[src/rtl/ahb_ic_pkg.sv]
// Shared encodings and state type for the AHB-Lite single-manager interconnect.
package ahb_ic_pkg;

    localparam logic [1:0] HTRANS_IDLE   = 2'b00;
    localparam logic [1:0] HTRANS_BUSY   = 2'b01;
    localparam logic [1:0] HTRANS_NONSEQ = 2'b10;
    localparam logic [1:0] HTRANS_SEQ    = 2'b11;

    localparam logic [1:0] HRESP_OKAY  = 2'b00;
    localparam logic [1:0] HRESP_ERROR = 2'b01;

    typedef enum logic [1:0] {
        OK,
        ERR1,
        ERR2
    } err_state_t;

endpackage

[src/rtl/ahb_lite_interconnect_n_if.sv]
// Manager-side and subordinate-side bus signals of the interconnect.
// slave = interconnect view; master = the surrounding manager/subordinate environment.
interface ahb_lite_interconnect_n_if #(
    parameter int NO_OF_SUBORDINATES = 4,
    parameter int ADDR_WIDTH         = 32,
    parameter int DATA_WIDTH         = 32
);
    localparam int N = NO_OF_SUBORDINATES;

    logic [ADDR_WIDTH-1:0]   HADDR;
    logic [1:0]              HTRANS;
    logic                    HWRITE;
    logic [DATA_WIDTH-1:0]   HRDATA;
    logic [1:0]              HRESP;
    logic                    HREADY;
    logic [N-1:0]            HSEL_S;
    logic                    HREADY_S;
    logic [N*DATA_WIDTH-1:0] HRDATA_S;
    logic [2*N-1:0]          HRESP_S;
    logic [N-1:0]            HREADYOUT_S;
    logic [N-1:0]            lockout;
    logic                    timeout_evt;

    modport slave (
        input  HADDR, HTRANS, HWRITE, HRDATA_S, HRESP_S, HREADYOUT_S,
        output HRDATA, HRESP, HREADY, HSEL_S, HREADY_S, lockout, timeout_evt
    );

    modport master (
        output HADDR, HTRANS, HWRITE, HRDATA_S, HRESP_S, HREADYOUT_S,
        input  HRDATA, HRESP, HREADY, HSEL_S, HREADY_S, lockout, timeout_evt
    );

endinterface

[src/rtl/ahb_lite_interconnect_n_err_fsm.sv]
// Two-cycle ERROR response sequencer plus HREADYOUT stall watchdog.
// o_fire is combinational in the last allowed wait cycle; ERR1/ERR2 flags are registered.
module ahb_ic_err_fsm
    import ahb_ic_pkg::*;
#(
    parameter int TIMEOUT_CYCLES = 16
) (
    input  logic i_clk,
    input  logic i_rst,
    input  logic i_default_hit,
    input  logic i_active,
    input  logic i_tgt_real,
    input  logic i_tgt_readyout,
    input  logic i_hready,
    output logic o_err_override,
    output logic o_err_ready,
    output logic o_fire
);

    localparam int              CW   = (TIMEOUT_CYCLES > 0) ? $clog2(TIMEOUT_CYCLES + 1) : 1;
    localparam logic [CW-1:0]   LAST = CW'((TIMEOUT_CYCLES > 0) ? TIMEOUT_CYCLES - 1 : 0);

    err_state_t    r_state;
    logic [CW-1:0] r_cnt;
    logic          w_waiting;

    assign w_waiting = (r_state == OK) && i_tgt_real && i_active && !i_tgt_readyout;
    assign o_fire    = (TIMEOUT_CYCLES > 0) && w_waiting && (r_cnt == LAST);

    always_ff @(posedge i_clk) begin
        if (i_rst) begin
            r_state        <= OK;
            r_cnt          <= '0;
            o_err_override <= 1'b0;
            o_err_ready    <= 1'b0;
        end else begin
            case (r_state)
                OK: begin
                    if ((i_hready && i_default_hit) || o_fire) begin
                        r_state        <= ERR1;
                        o_err_override <= 1'b1;
                        o_err_ready    <= 1'b0;
                    end
                end
                ERR1: begin
                    r_state        <= ERR2;
                    o_err_override <= 1'b1;
                    o_err_ready    <= 1'b1;
                end
                ERR2: begin
                    // Back-to-back default accesses chain straight into another ERROR pair.
                    if (i_default_hit) begin
                        r_state        <= ERR1;
                        o_err_override <= 1'b1;
                        o_err_ready    <= 1'b0;
                    end else begin
                        r_state        <= OK;
                        o_err_override <= 1'b0;
                        o_err_ready    <= 1'b0;
                    end
                end
                default: begin
                    r_state        <= OK;
                    o_err_override <= 1'b0;
                    o_err_ready    <= 1'b0;
                end
            endcase

            if (o_fire || i_hready || i_tgt_readyout) begin
                r_cnt <= '0;
            end else if (w_waiting) begin
                r_cnt <= r_cnt + CW'(1);
            end
        end
    end

endmodule

[src/rtl/ahb_lite_interconnect_n.sv]
// AHB-Lite decoder, data-phase response mux and default subordinate with stall lockout.
// Zero added latency on the OKAY path; default/timed-out accesses cost an ERR1/ERR2 pair.
module ahb_lite_interconnect_n
    import ahb_ic_pkg::*;
#(
    parameter int NO_OF_SUBORDINATES    = 4,
    parameter int BITS_FOR_SUBORDINATES = 5,
    parameter int ADDR_WIDTH            = 32,
    parameter int DATA_WIDTH            = 32,
    parameter int TIMEOUT_CYCLES        = 16
) (
    input  logic                      HCLK,
    input  logic                      HRESET,
    ahb_lite_interconnect_n_if.slave  bus
);

    localparam int N  = NO_OF_SUBORDINATES;
    localparam int B  = BITS_FOR_SUBORDINATES;
    localparam int DW = DATA_WIDTH;

    logic [B-1:0]  w_idx;
    logic [N-1:0]  w_hsel;
    logic          w_dec_default;
    logic [N:0]    r_sel;
    logic          r_active;
    logic [N-1:0]  r_lockout;
    logic          r_timeout_evt;
    logic          w_tgt_real;
    logic          w_tgt_readyout;
    logic [DW-1:0] w_tgt_rdata;
    logic [1:0]    w_tgt_resp;
    logic          w_err_override;
    logic          w_err_ready;
    logic          w_fire;
    logic          w_hready;
    logic [1:0]    w_hresp;
    logic [DW-1:0] w_hrdata;
    logic          w_unused;

    assign w_unused = &{1'b0, bus.HWRITE, bus.HTRANS[0], bus.HADDR[ADDR_WIDTH-B-1:0]};

    assign w_idx = bus.HADDR[ADDR_WIDTH-1 -: B];

    always_comb begin
        w_hsel = '0;
        for (int i = 0; i < N; i++) begin
            w_hsel[i] = (w_idx == B'(i)) && !r_lockout[i];
        end
    end

    assign w_dec_default = ~|w_hsel;

    always_comb begin
        w_tgt_readyout = 1'b1;
        w_tgt_rdata    = '0;
        w_tgt_resp     = HRESP_OKAY;
        for (int i = 0; i < N; i++) begin
            if (r_sel[i]) begin
                w_tgt_readyout = bus.HREADYOUT_S[i];
                w_tgt_rdata    = bus.HRDATA_S[i*DW +: DW];
                w_tgt_resp     = bus.HRESP_S[2*i +: 2];
            end
        end
    end

    assign w_tgt_real = ~r_sel[N];

    always_comb begin
        w_hready = 1'b1;
        w_hresp  = HRESP_OKAY;
        w_hrdata = '0;
        if (w_err_override) begin
            w_hready = w_err_ready;
            w_hresp  = HRESP_ERROR;
        end else if (w_tgt_real) begin
            w_hready = w_tgt_readyout;
            w_hresp  = w_tgt_resp;
            w_hrdata = w_tgt_rdata;
        end
    end

    always_ff @(posedge HCLK) begin
        if (HRESET) begin
            r_sel         <= {1'b1, {N{1'b0}}};
            r_active      <= 1'b0;
            r_lockout     <= '0;
            r_timeout_evt <= 1'b0;
        end else begin
            if (w_hready) begin
                r_sel    <= {w_dec_default, w_hsel};
                r_active <= bus.HTRANS[1];
            end
            if (w_fire) begin
                r_lockout <= r_lockout | r_sel[N-1:0];
            end
            r_timeout_evt <= w_fire;
        end
    end

    ahb_ic_err_fsm #(
        .TIMEOUT_CYCLES (TIMEOUT_CYCLES)
    ) u_err_fsm (
        .i_clk          (HCLK),
        .i_rst          (HRESET),
        .i_default_hit  (w_dec_default & bus.HTRANS[1]),
        .i_active       (r_active),
        .i_tgt_real     (w_tgt_real),
        .i_tgt_readyout (w_tgt_readyout),
        .i_hready       (w_hready),
        .o_err_override (w_err_override),
        .o_err_ready    (w_err_ready),
        .o_fire         (w_fire)
    );

    assign bus.HREADY      = w_hready;
    assign bus.HREADY_S    = w_hready;
    assign bus.HRESP       = w_hresp;
    assign bus.HRDATA      = w_hrdata;
    assign bus.HSEL_S      = w_hsel;
    assign bus.lockout     = r_lockout;
    assign bus.timeout_evt = r_timeout_evt;

endmodule

[src/flat_wrapper.sv]
// flat-port wrapper written by rule: the top's interface ports become plain ports
module ahb_lite_interconnect_n_flat import ahb_ic_pkg::*;
#(
    parameter int NO_OF_SUBORDINATES    = 4,
    parameter int BITS_FOR_SUBORDINATES = 5,
    parameter int ADDR_WIDTH            = 32,
    parameter int DATA_WIDTH            = 32,
    parameter int TIMEOUT_CYCLES        = 16
)
  (HCLK, HRESET, bus_HADDR, bus_HTRANS, bus_HWRITE, bus_HRDATA_S, bus_HRESP_S, bus_HREADYOUT_S, bus_HRDATA, bus_HRESP, bus_HREADY, bus_HSEL_S, bus_HREADY_S, bus_lockout, bus_timeout_evt);
  ahb_lite_interconnect_n_if #(.NO_OF_SUBORDINATES(NO_OF_SUBORDINATES), .ADDR_WIDTH(ADDR_WIDTH), .DATA_WIDTH(DATA_WIDTH)) bus_i ();
  input  logic HCLK;
  input  logic HRESET;
  input wire logic [$bits(bus_i.HADDR)-1:0] bus_HADDR;
  input wire logic [$bits(bus_i.HTRANS)-1:0] bus_HTRANS;
  input wire logic [$bits(bus_i.HWRITE)-1:0] bus_HWRITE;
  input wire logic [$bits(bus_i.HRDATA_S)-1:0] bus_HRDATA_S;
  input wire logic [$bits(bus_i.HRESP_S)-1:0] bus_HRESP_S;
  input wire logic [$bits(bus_i.HREADYOUT_S)-1:0] bus_HREADYOUT_S;
  output wire logic [$bits(bus_i.HRDATA)-1:0] bus_HRDATA;
  output wire logic [$bits(bus_i.HRESP)-1:0] bus_HRESP;
  output wire logic [$bits(bus_i.HREADY)-1:0] bus_HREADY;
  output wire logic [$bits(bus_i.HSEL_S)-1:0] bus_HSEL_S;
  output wire logic [$bits(bus_i.HREADY_S)-1:0] bus_HREADY_S;
  output wire logic [$bits(bus_i.lockout)-1:0] bus_lockout;
  output wire logic [$bits(bus_i.timeout_evt)-1:0] bus_timeout_evt;
  assign bus_i.HADDR = bus_HADDR;
  assign bus_i.HTRANS = bus_HTRANS;
  assign bus_i.HWRITE = bus_HWRITE;
  assign bus_i.HRDATA_S = bus_HRDATA_S;
  assign bus_i.HRESP_S = bus_HRESP_S;
  assign bus_i.HREADYOUT_S = bus_HREADYOUT_S;
  assign bus_HRDATA = bus_i.HRDATA;
  assign bus_HRESP = bus_i.HRESP;
  assign bus_HREADY = bus_i.HREADY;
  assign bus_HSEL_S = bus_i.HSEL_S;
  assign bus_HREADY_S = bus_i.HREADY_S;
  assign bus_lockout = bus_i.lockout;
  assign bus_timeout_evt = bus_i.timeout_evt;
  ahb_lite_interconnect_n #(.NO_OF_SUBORDINATES(NO_OF_SUBORDINATES), .BITS_FOR_SUBORDINATES(BITS_FOR_SUBORDINATES), .ADDR_WIDTH(ADDR_WIDTH), .DATA_WIDTH(DATA_WIDTH), .TIMEOUT_CYCLES(TIMEOUT_CYCLES)) u_core (.HCLK(HCLK), .HRESET(HRESET), .bus(bus_i));
endmodule
[config.mk]
export PLATFORM = sky130hd
export DESIGN_NAME = ahb_lite_interconnect_n_flat
export DESIGN_NICKNAME = d
export VERILOG_FILES = /design/src/rtl/ahb_ic_pkg.sv /design/src/rtl/ahb_lite_interconnect_n_if.sv /design/src/rtl/ahb_lite_interconnect_n_err_fsm.sv /design/src/rtl/ahb_lite_interconnect_n.sv /design/src/flat_wrapper.sv
export SDC_FILE = /design/constraint.sdc
export NUM_CORES = 1
export LEC_CHECK = 0
export CAP_MARGIN = 20
export CORE_ASPECT_RATIO = 0.75
export CORE_MARGIN = 3
export CORE_UTILIZATION = 28
export DETAILED_ROUTE_END_ITERATION = 16
export PLACE_DENSITY = 0.83
export SETUP_SLACK_MARGIN = 0.02
export SYNTH_ARGS = -nofsm -noshare
export SYNTH_HDL_FRONTEND = slang
export SYNTH_HIERARCHICAL = 1
export SYNTH_SLANG_ARGS = --single-unit
[constraint.sdc]
create_clock -name HCLK -period 2.45 [get_ports HCLK]
set_input_delay 0.245 -clock HCLK [delete_from_list [all_inputs] [get_ports HCLK]]
set_output_delay 0.245 -clock HCLK [all_outputs]
set_load 0.005 [all_outputs]
* Word level (Yosys, flattened, before mapping)
Index checks and enable logic that the tools add are counted.
** Storage, ports and cells
- Register bits :: 20
- Bits of input ports :: 177
- Output and inout port bits :: 45
- Word-level logic and storage cells :: 67
** Cells by class
- $add $sub $neg :: 1
- Equality and inequality tests :: 7
- Mux-type cells :: 26
- Bitwise gates (word level) :: 3
- Reduce and logical (&&, ||, !) cells :: 22
** Operators with widths (number)
- $mux 32 :: 6
- $mux 2 :: 7
- $eq 5x2->1 const B :: 2
- $mux 1 :: 10
- $logic_and 1x1->1 :: 9
- $logic_not 1->1 :: 6
- $pmux 2 s3 :: 1
- $add 5x1->5 const B :: 1
- $eq 5x1->1 const B :: 1
- $eq 5x4->1 const B :: 1
- $logic_not 5->1 :: 1
- $or 4x4->4 :: 1
- $reduce_or 4->1 :: 1
- $logic_or 1x1->1 :: 3
- $pmux 1 s3 :: 1
- $eq 2x1->1 const B :: 1
- $eq 2x2->1 const B :: 1
- $logic_not 2->1 :: 1
- $ne 2x1->1 const B :: 1
- $pmux 1 s2 :: 1
- $reduce_or 2->1 :: 1
- $and 1x1->1 :: 1
- $not 1->1 :: 1

* Longest topological paths before layout
Gate-level depths: netlist (run 1).
- Depth after elaboration :: 10
- Gate-level depth with buffers :: 7
- Depth with buffers taken out :: 7

* By module
The synthesis (run 1) kept the hierarchy.
** By module, submodules not included
- ahb_lite_interconnect_n :: instances 1, cells an instance 231, area each 1575.3 sq um, seq. area each 220.2 sq um
- ahb_ic_err_fsm :: instances 1, cells an instance 43, area each 399.1 sq um, seq. area each 160.2 sq um

* Worst setup path before layout (run 1)
No wires, ideal clock.
- Path kind :: register to register
- Start :: register u_core.r_sel[3]
- End :: register u_core.u_err_fsm.o_err_override
- Setup time :: 0.139 ns
- Data arrival time :: 1.883 ns
- Required time :: 2.311 ns
- Slack :: 0.429 ns
- Stages on the path, launching flop included :: 7
- Buffers on the path :: 1
- Period minus slack after synthesis :: 2.021 ns
- Cell sequence :: dfxtp_1 buf_2 and2_1 o31ai_1 o21ai_0 a2111oi_0 a221oi_1
** On the way
- Longest elaborated chain between the ends :: 6
** RTL lines
- start: declaration :: RTL line ahb_lite_interconnect_n.sv:24 : logic [N:0] r_sel;
- start signal: assignment :: RTL line ahb_lite_interconnect_n.sv:84 : r_sel <= {1'b1, {N{1'b0}}};
- $mux 1 :: RTL line ahb_lite_interconnect_n.sv:58 : if (r_sel[i]) begin
- $mux 1 :: RTL line ahb_lite_interconnect_n.sv:75 : end else if (w_tgt_real) begin
- $mux 1 :: RTL line ahb_lite_interconnect_n.sv:72 : if (w_err_override) begin
- named net bus_HREADY :: RTL line flat_wrapper.sv:22 : output wire logic [$bits(bus_i.HREADY)-1:0] bus_HREADY;
- $logic_and 1x1->1 :: RTL line ahb_lite_interconnect_n_err_fsm.sv:39 : if ((i_hready && i_default_hit) || o_fire) begin
- $logic_or 1x1->1 :: RTL line ahb_lite_interconnect_n_err_fsm.sv:39
- $ne 2x1->1 (no line)
- end signal: assignment :: RTL line ahb_lite_interconnect_n_err_fsm.sv:34 : o_err_override <= 1'b0;
- end signal: assignment :: RTL line ahb_lite_interconnect_n_err_fsm.sv:41 : o_err_override <= 1'b1;
- end signal: assignment :: RTL line ahb_lite_interconnect_n_err_fsm.sv:47 : o_err_override <= 1'b1;
- end: declaration :: RTL line ahb_lite_interconnect_n_err_fsm.sv:15 : output logic o_err_override,
The timed path passes the listed nets, and every way through them passes these cells.
A chain may end at the register's enable or synchronous reset.

* Worst setup path after layout (run 1)
- Start :: input bus_HADDR[27]
- End :: output bus_HSEL_S[2]
** On the way
- Longest elaborated chain between the ends :: 2
** RTL lines
- start: declaration :: RTL line flat_wrapper.sv:14 : input wire logic [$bits(bus_i.HADDR)-1:0] bus_HADDR;
- $eq 5x2->1 :: RTL line ahb_lite_interconnect_n.sv:47 : w_hsel[i] = (w_idx == B'(i)) && !r_lockout[i];
- $logic_and 1x1->1 :: RTL line ahb_lite_interconnect_n.sv:47
- end: declaration :: RTL line flat_wrapper.sv:23 : output wire logic [$bits(bus_i.HSEL_S)-1:0] bus_HSEL_S;
Every way passes these cells.

==> results of run 1 <==
flip-flops by register name, indices dropped and copies added (netlist names):
name / cells
u_core/u_err_fsm/r_cnt: 5
u_core/u_err_fsm/o_err_override: 1
u_core/r_active: 1
u_core/bus.lockout: 4
u_core/u_err_fsm/r_state: 1
u_core/u_err_fsm/o_err_ready: 1
u_core/r_sel: 5
u_core/bus.timeout_evt: 1
kinds of logic after synthesis:
logic type               after synthesis  synth area share (%)
buffers and inverters                 33                  7.10
adder cells (fa/ha/maj)                2                  1.27
AND/OR/NAND/NOR                       79                  22.5
AO/OA/AOI/OAI                        141                  49.9
flip-flops                            19                  19.3
area by class of cell:
cell class | instances | area share, %
Timing Repair Buffer | 210 | 51.1
Multi-Input combinational cell | 222 | 35.8
Sequential cell | 19 | 9.30
Tap cell | 81 | 2.46
Clock buffer | 3 | 1.00
Inverter | 3 | 0.274
Clock inverter | 1 | 0.122
cell usage after synthesis (2+ instances only):
cell       n  share of area [%]
a22oi_1   33                 13
clkbuf_1  17                3.2
a22o_1    33                 15
ha_1       2                1.3
o21ai_0   39                9.9
or3_1      2               0.63
inv_1      3               0.57
o211ai_1   4                1.5
or4_1      4                1.5
nor3_2     2                1.0
nand2_1   36                6.8
a221oi_1   2               0.89
buf_2     10                2.5
o31ai_1    3                1.1
nor2_1     8                1.5
a31oi_1    2               0.63
nand2b_1   3               0.95
dfxtp_1   19                 19
or2_2      2               0.63
o311ai_0   5                2.2
or4b_1     2                1.0
nor3b_1    2               0.76
a21oi_1   15                3.8
buf_1      2               0.38
nor2b_1    5                1.6
metal layers:
layer  GRT usage (%)  vias up  part of all wire, %
li1                -     1437                    -
met3            4.04       17                  8.9
met5               0        -                    0
met2            38.4      150                   50
met1            25.6     1343                   39
met4            5.69        0                  2.2
cells in the final DEF (no fill, tap or decap), types with 2 or more instances in the layout:
| master | count |
|---|---|
| or3_1 | 2 |
| nor2_1 | 8 |
| nor3b_4 | 2 |
| or4_1 | 4 |
| o31ai_1 | 3 |
| buf_4 | 13 |
| a31oi_1 | 2 |
| o21ai_0 | 38 |
| or2_2 | 2 |
| buf_6 | 2 |
| dfxtp_2 | 2 |
| a21oi_1 | 15 |
| nand2b_1 | 3 |
| a22oi_1 | 33 |
| buf_12 | 3 |
| inv_1 | 3 |
| nand2_1 | 36 |
| clkdlybuf4s50_1 | 192 |
| a22o_1 | 33 |
| clkbuf_8 | 3 |
| dfxtp_1 | 17 |
| ha_1 | 2 |
| or4b_1 | 2 |
| nor2b_1 | 4 |
| nor3_2 | 3 |
| a221oi_1 | 2 |
| nor3b_1 | 2 |
| o211ai_1 | 4 |
| o311ai_0 | 5 |
power breakdown:
group / internal (mW) / switching, mW
registers: 0.315 / 0.0121
logic: 0.254 / 0.0922
clock network: 0.113 / 0.109
total: 0.683 / 0.213
metrics by stage:
step	hold WS (ns)	util [%]	instance area, um2	power, mW	worst slack (ns)
2_1_floorplan	0.318	-	1970	0.396	0.429
3_3_place_gp	0.456	61.8	4060	0.673	0.0594
3_5_place_dp	0.477	61.8	4060	0.678	0.0158
4_1_cts	0.487	62.5	4100	0.904	0.0979
5_1_grt	0.516	62.7	4120	0.943	0.0212
6_report	0.486	62.7	4120	0.896	0.107
worst max-delay path: cells and delay by family:
kind,cells,cell delay [ns]
buf+inv,3,1.04
simple gates,2,0.80
final timing paths:
check,slack (ns),cells after the start,to
max,0.11,5,bus_HSEL_S[2]
min,0.49,2,u_core/u_err_fsm/r_cnt[4]$_SDFFE_PP0P_
max reg2reg,0.38,6,u_core/u_err_fsm/o_err_override$_SDFFE_PP0P_
min reg2reg,0.49,2,u_core/u_err_fsm/r_cnt[4]$_SDFFE_PP0P_
what timing repair did:
action                     in CTS  in global routing
setup endpoints to repair       0                 19
hold buffers                    0                  0
buffers inserted                0                  0
resized for setup               0                  5
==> results.yml, run 1 <==
worst_setup_path:
  r2r-start: "u_core/r_sel[1]$_SDFFE_PP0P_"
  crit_type: "input port to output port"
  max_stage_delay_ns: 0.56
  cp.arrival_ns: 2.10
  path_max_fanout: 2
  timing.critical_path.mode_cell: "clkdlybuf4s50_1"
  crit_start: "bus_HADDR[27]"
  slowest_stage: "or4_4"
  required_ns: 2.20
  cp-start-kind: "input port"
  worstSetupEndpointType: "output port"
  cp_cell_sequence: "clkdlybuf4s50_1 -> or4_4 -> nor3b_4 -> buf_4 -> clkdlybuf4s50_1"
route:
  vias: 2947
  routed_wirelength_um: 9480
  drt_pass1_iterations: 5
  drc_errors: 0
  antenna_left: 0
  wl_per_cell_um: 17.6
  initialDrtViolationCount: 214
  vias_per_cell: 5.47
power_and_ir_drop:
  leakagePower_nw: 1.38
  power_density_nw_per_um2: 218
  peakVddDrop_mv: 0.189
final_layout:
  final_layout_size_suffix_gt1_share_pct: 7.86
  n_fill_cell: 586
  multiInputGateArea_um2: 1470
  syn2layout_area_growth_pct: 108
  instances_no_fill: 539
  nets: 638
  diodes: 0
  ff_latch_area_um2: 383
synth:
  syn_area_per_cell_um2: 7.21
  synth_seq_cells: 19
  synth_top_flop_cell: "dfxtp_1"
  syn_area_um2: 1970
  async_flop_share_pct: 0
  synth_cells: 274
  ys_seq_area_share_pct: 19.3
  ys_types: 44
  synth_edf_count: 0
  synth_fp_nets: 453
  ys_warn_count: 6
sta:
  min_period_over_period_pct: 95.6
  tns_ns: 0
  max_freq_mhz: 427
  fin_crit_ns: 2.34
  fin_skew_ns: 0.00247
  slew_headroom_pct: 61.9
  setup_viol: 0
  drv_slew: 0
  worst_slew_pin_slew_ns: 0.569
  grt_setup_unrepaired: "no"
  hold_violations: 0
place:
  dp_hpwl_um: 7490
  post-place-cells: 535
  port_buffers: 192
  place.gp.congestion: 0.919
die:
  die_width_um: 103
  io_pins: 222
  start_util_pct: 30.1
  rows: 25
  core_area_um2: 6570
  fp.dieArea_um2: 8110
  die_height_um: 78.7
global_route:
  antenna_found_initial: 0
  grtUsageTotal_pct: 21.3
  grt_pass1_vias: 2834
  grt_max_degree: 34
  grt_pass1_wl_um: 14000
  grt.overflow.total: 0
clocking:
  cts_sinks: 19
  path_clk_slew_ns: 0.07
  clock_latency_ns: 0.26
  cts_buffers: 3
  cts_tree: "done"
  clockBufferDepth: 2
  clock-root-buffer: "clkbuf_8"
  htreeDepth: 1
hold_path:
  hold_path_class: "flop to flop"
  min-delay-start: "u_core/u_err_fsm/r_cnt[4]$_SDFFE_PP0P_"
status:
  status: "finished clean"
job:
  max_cap_violations: 0
Power figures use the tool's default switching activity.
==> run 2, diff against run 1 <==
--- a/config.mk
+++ b/config.mk
@@ -6,10 +6,10 @@
 export NUM_CORES = 1
 export LEC_CHECK = 0
 export CAP_MARGIN = 20
-export CORE_ASPECT_RATIO = 0.75
 export CORE_MARGIN = 3
 export CORE_UTILIZATION = 28
 export DETAILED_ROUTE_END_ITERATION = 16
+export MAX_ROUTING_LAYER = met4
 export PLACE_DENSITY = 0.83
 export SETUP_SLACK_MARGIN = 0.02
 export SYNTH_ARGS = -nofsm -noshare
==> constraint.sdc (replaced) <==
create_clock -name HCLK -period 2.3 [get_ports HCLK]
set_input_delay 0.23 -clock HCLK [delete_from_list [all_inputs] [get_ports HCLK]]
set_output_delay 0.23 -clock HCLK [all_outputs]
set_load 0.005 [all_outputs]
==> run 2 against run 1 <==
Effect of this change: cell count up 2.6%; count of clock-buffer cells in the layout rose by 1; via count is 0.24% higher; wire length is 4.8% higher; critical endpoint is now bus_HREADY_S.
==> results.yml, run 2 (same netlist as run 1, synthesis figures left out) <==
status:
  status: "finished clean"
sta:
  worst_hold_slack_ns: 0.484
  grt_setup_unrepaired: "yes"
  worst_slew_pin_slew_ns: 0.451
  setup_viol: 0
  min_period_over_period_pct: 95.2
  fin_skew_ns: 0.00463
  hold_violations: 0
  max_freq_mhz: 457
  setup_slack_ns: 0.109
  drv_slew: 0
  slew_headroom_pct: 69.9
  fin_crit_ns: 2.19
  tns_ns: 0
power_and_ir_drop:
  internal_power_uw: 734
  combPwrFrac_pct: 39.8
  p_sw_uw: 217
  power_density_nw_per_um2: 227
  p_clk_share_pct: 24.0
  leakagePower_nw: 1.43
  pwr-share-seq_pct: 36.2
  peakVddDrop_mv: 0.396
  sw_frac_of_total_pct: 22.8
global_route:
  grt_pass1_wl_um: 15400
  grt_max_degree: 38
  grtUsageTotal_pct: 23.6
  antenna_found_initial: 1
  grt_pass1_vias: 2838
  grt.overflow.total: 0
final_layout:
  syn2layout_area_growth_pct: 112
  final_layout_size_suffix_gt1_share_pct: 8.71
  layout_common_cells: "clkdlybuf4s50_1 (190), nand2_1 (36), o21ai_0 (35), a22oi_1 (33), a22o_1 (33)"
  nets: 639
  instances_no_fill: 553
  mostFrequentLayoutCell: "clkdlybuf4s50_1"
worst_setup_path:
  crit_type: "flop to output port"
  cp-start-kind: "flop"
  path_max_fanout: 10
  worstSetupEndpointType: "output port"
  cp.arrival_ns: 1.96
  required_ns: 2.07
place:
  place.gp.congestion: 0.816
  port_buffers: 192
  pre_cts_slack_ns: -0.0700
  post-place-cells: 547
  dp_hpwl_um: 7960
route:
  antenna_left: 0
  vias: 2954
  vias_per_cell: 5.34
  initialDrtViolationCount: 119
  drt_pass1_iterations: 5
  drc_errors: 0
  routed_wirelength_um: 9940
  wl_per_cell_um: 18.0
job:
  max_cap_violations: 0
die:
  io_pins: 222
  fp.dieArea_um2: 8090
  rows: 29
  die_width_um: 90.0
  start_util_pct: 29.9
  core_area_um2: 6600
  die_height_um: 90.0
clocking:
  cts_buffers: 3
  htreeDepth: 1
  path_clk_slew_ns: 0.07
  clock_latency_ns: 0.25
  clock-root-buffer: "clkbuf_8"
  clockBufferDepth: 2
  cts_hold_buf: 0
  cts_tree: "done"
  cts_sinks: 19
hold_path:
  hold_path_class: "flop to flop"
[run 2: final timing paths]
check / startpoint / end / slack (ns) / cells after the start
worst max-delay path: u_core/r_sel[2]$_SDFFE_PP0P_ / bus_HREADY_S / 0.11 / 5
worst max register to register: u_core/u_err_fsm/r_cnt[0]$_SDFFE_PP0P_ / u_core/bus.lockout[1]$_SDFFE_PP0P_ / 0.36 / 7
worst min register to register: u_core/u_err_fsm/r_cnt[4]$_SDFFE_PP0P_ / u_core/u_err_fsm/r_cnt[4]$_SDFFE_PP0P_ / 0.48 / 2
worst min-delay path: u_core/u_err_fsm/r_cnt[4]$_SDFFE_PP0P_ / u_core/u_err_fsm/r_cnt[4]$_SDFFE_PP0P_ / 0.48 / 2
[run 2: cell type report]
cell class / count / area [um2]
antenna: 1 / 2.50
clock buffer: 4 / 45.0
fill: 587 / 2420
inverter: 3 / 11.3
multi-input combinational: 222 / 1490
sequential: 19 / 385
tap: 93 / 116
timing repair buffer: 211 / 2130
[run 2: layer usage]
| layer | global-route usage [%] | vias up | wire [um] |
|---|---|---|---|
| met5 | - | - | 0 |
| met4 | 6.25 | 0 | 169 |
| met3 | 5.09 | 12 | 777 |
| met2 | 42.7 | 126 | 5190 |
| met1 | 26.3 | 1372 | 3800 |
| li1 | - | 1444 | - |
[run 2: through the flow]
step / instance area, um2 / power, mW / util [%]
5_1_grt: 4180 / 0.998 / 63.4
3_3_place_gp: 4080 / 0.719 / 61.8
2_1_floorplan: 1970 / 0.421 / -
4_1_cts: 4150 / 0.956 / 62.8
3_5_place_dp: 4080 / 0.726 / 61.8
6_report: 4180 / 0.951 / 63.4
[run 2: power by group through the flow]
stage,logic (mW),clock network [mW],registers [mW]
after global placement,0.368,0,0.351
after detailed placement,0.374,0,0.352
after global routing,0.405,0.248,0.345
after CTS,0.378,0.234,0.344
after floorplan,0.0732,0,0.348
final,0.379,0.228,0.344
[run 2: worst max-delay path, cell delays in order (launching register included)]
cell,delay (ns)
dfxtp_2,0.44
nor3b_1,0.09
or2_2,0.35
o21ai_1,0.17
buf_4,0.16
clkdlybuf4s50_1,0.50
[run 2: timing repair]
action / 4_1_cts / 5_1_grt
pin swaps: 1 / 1
buffers inserted: 1 / 0
gates resized for setup: 4 / 12
endpoints found under the setup margin: 10 / 33
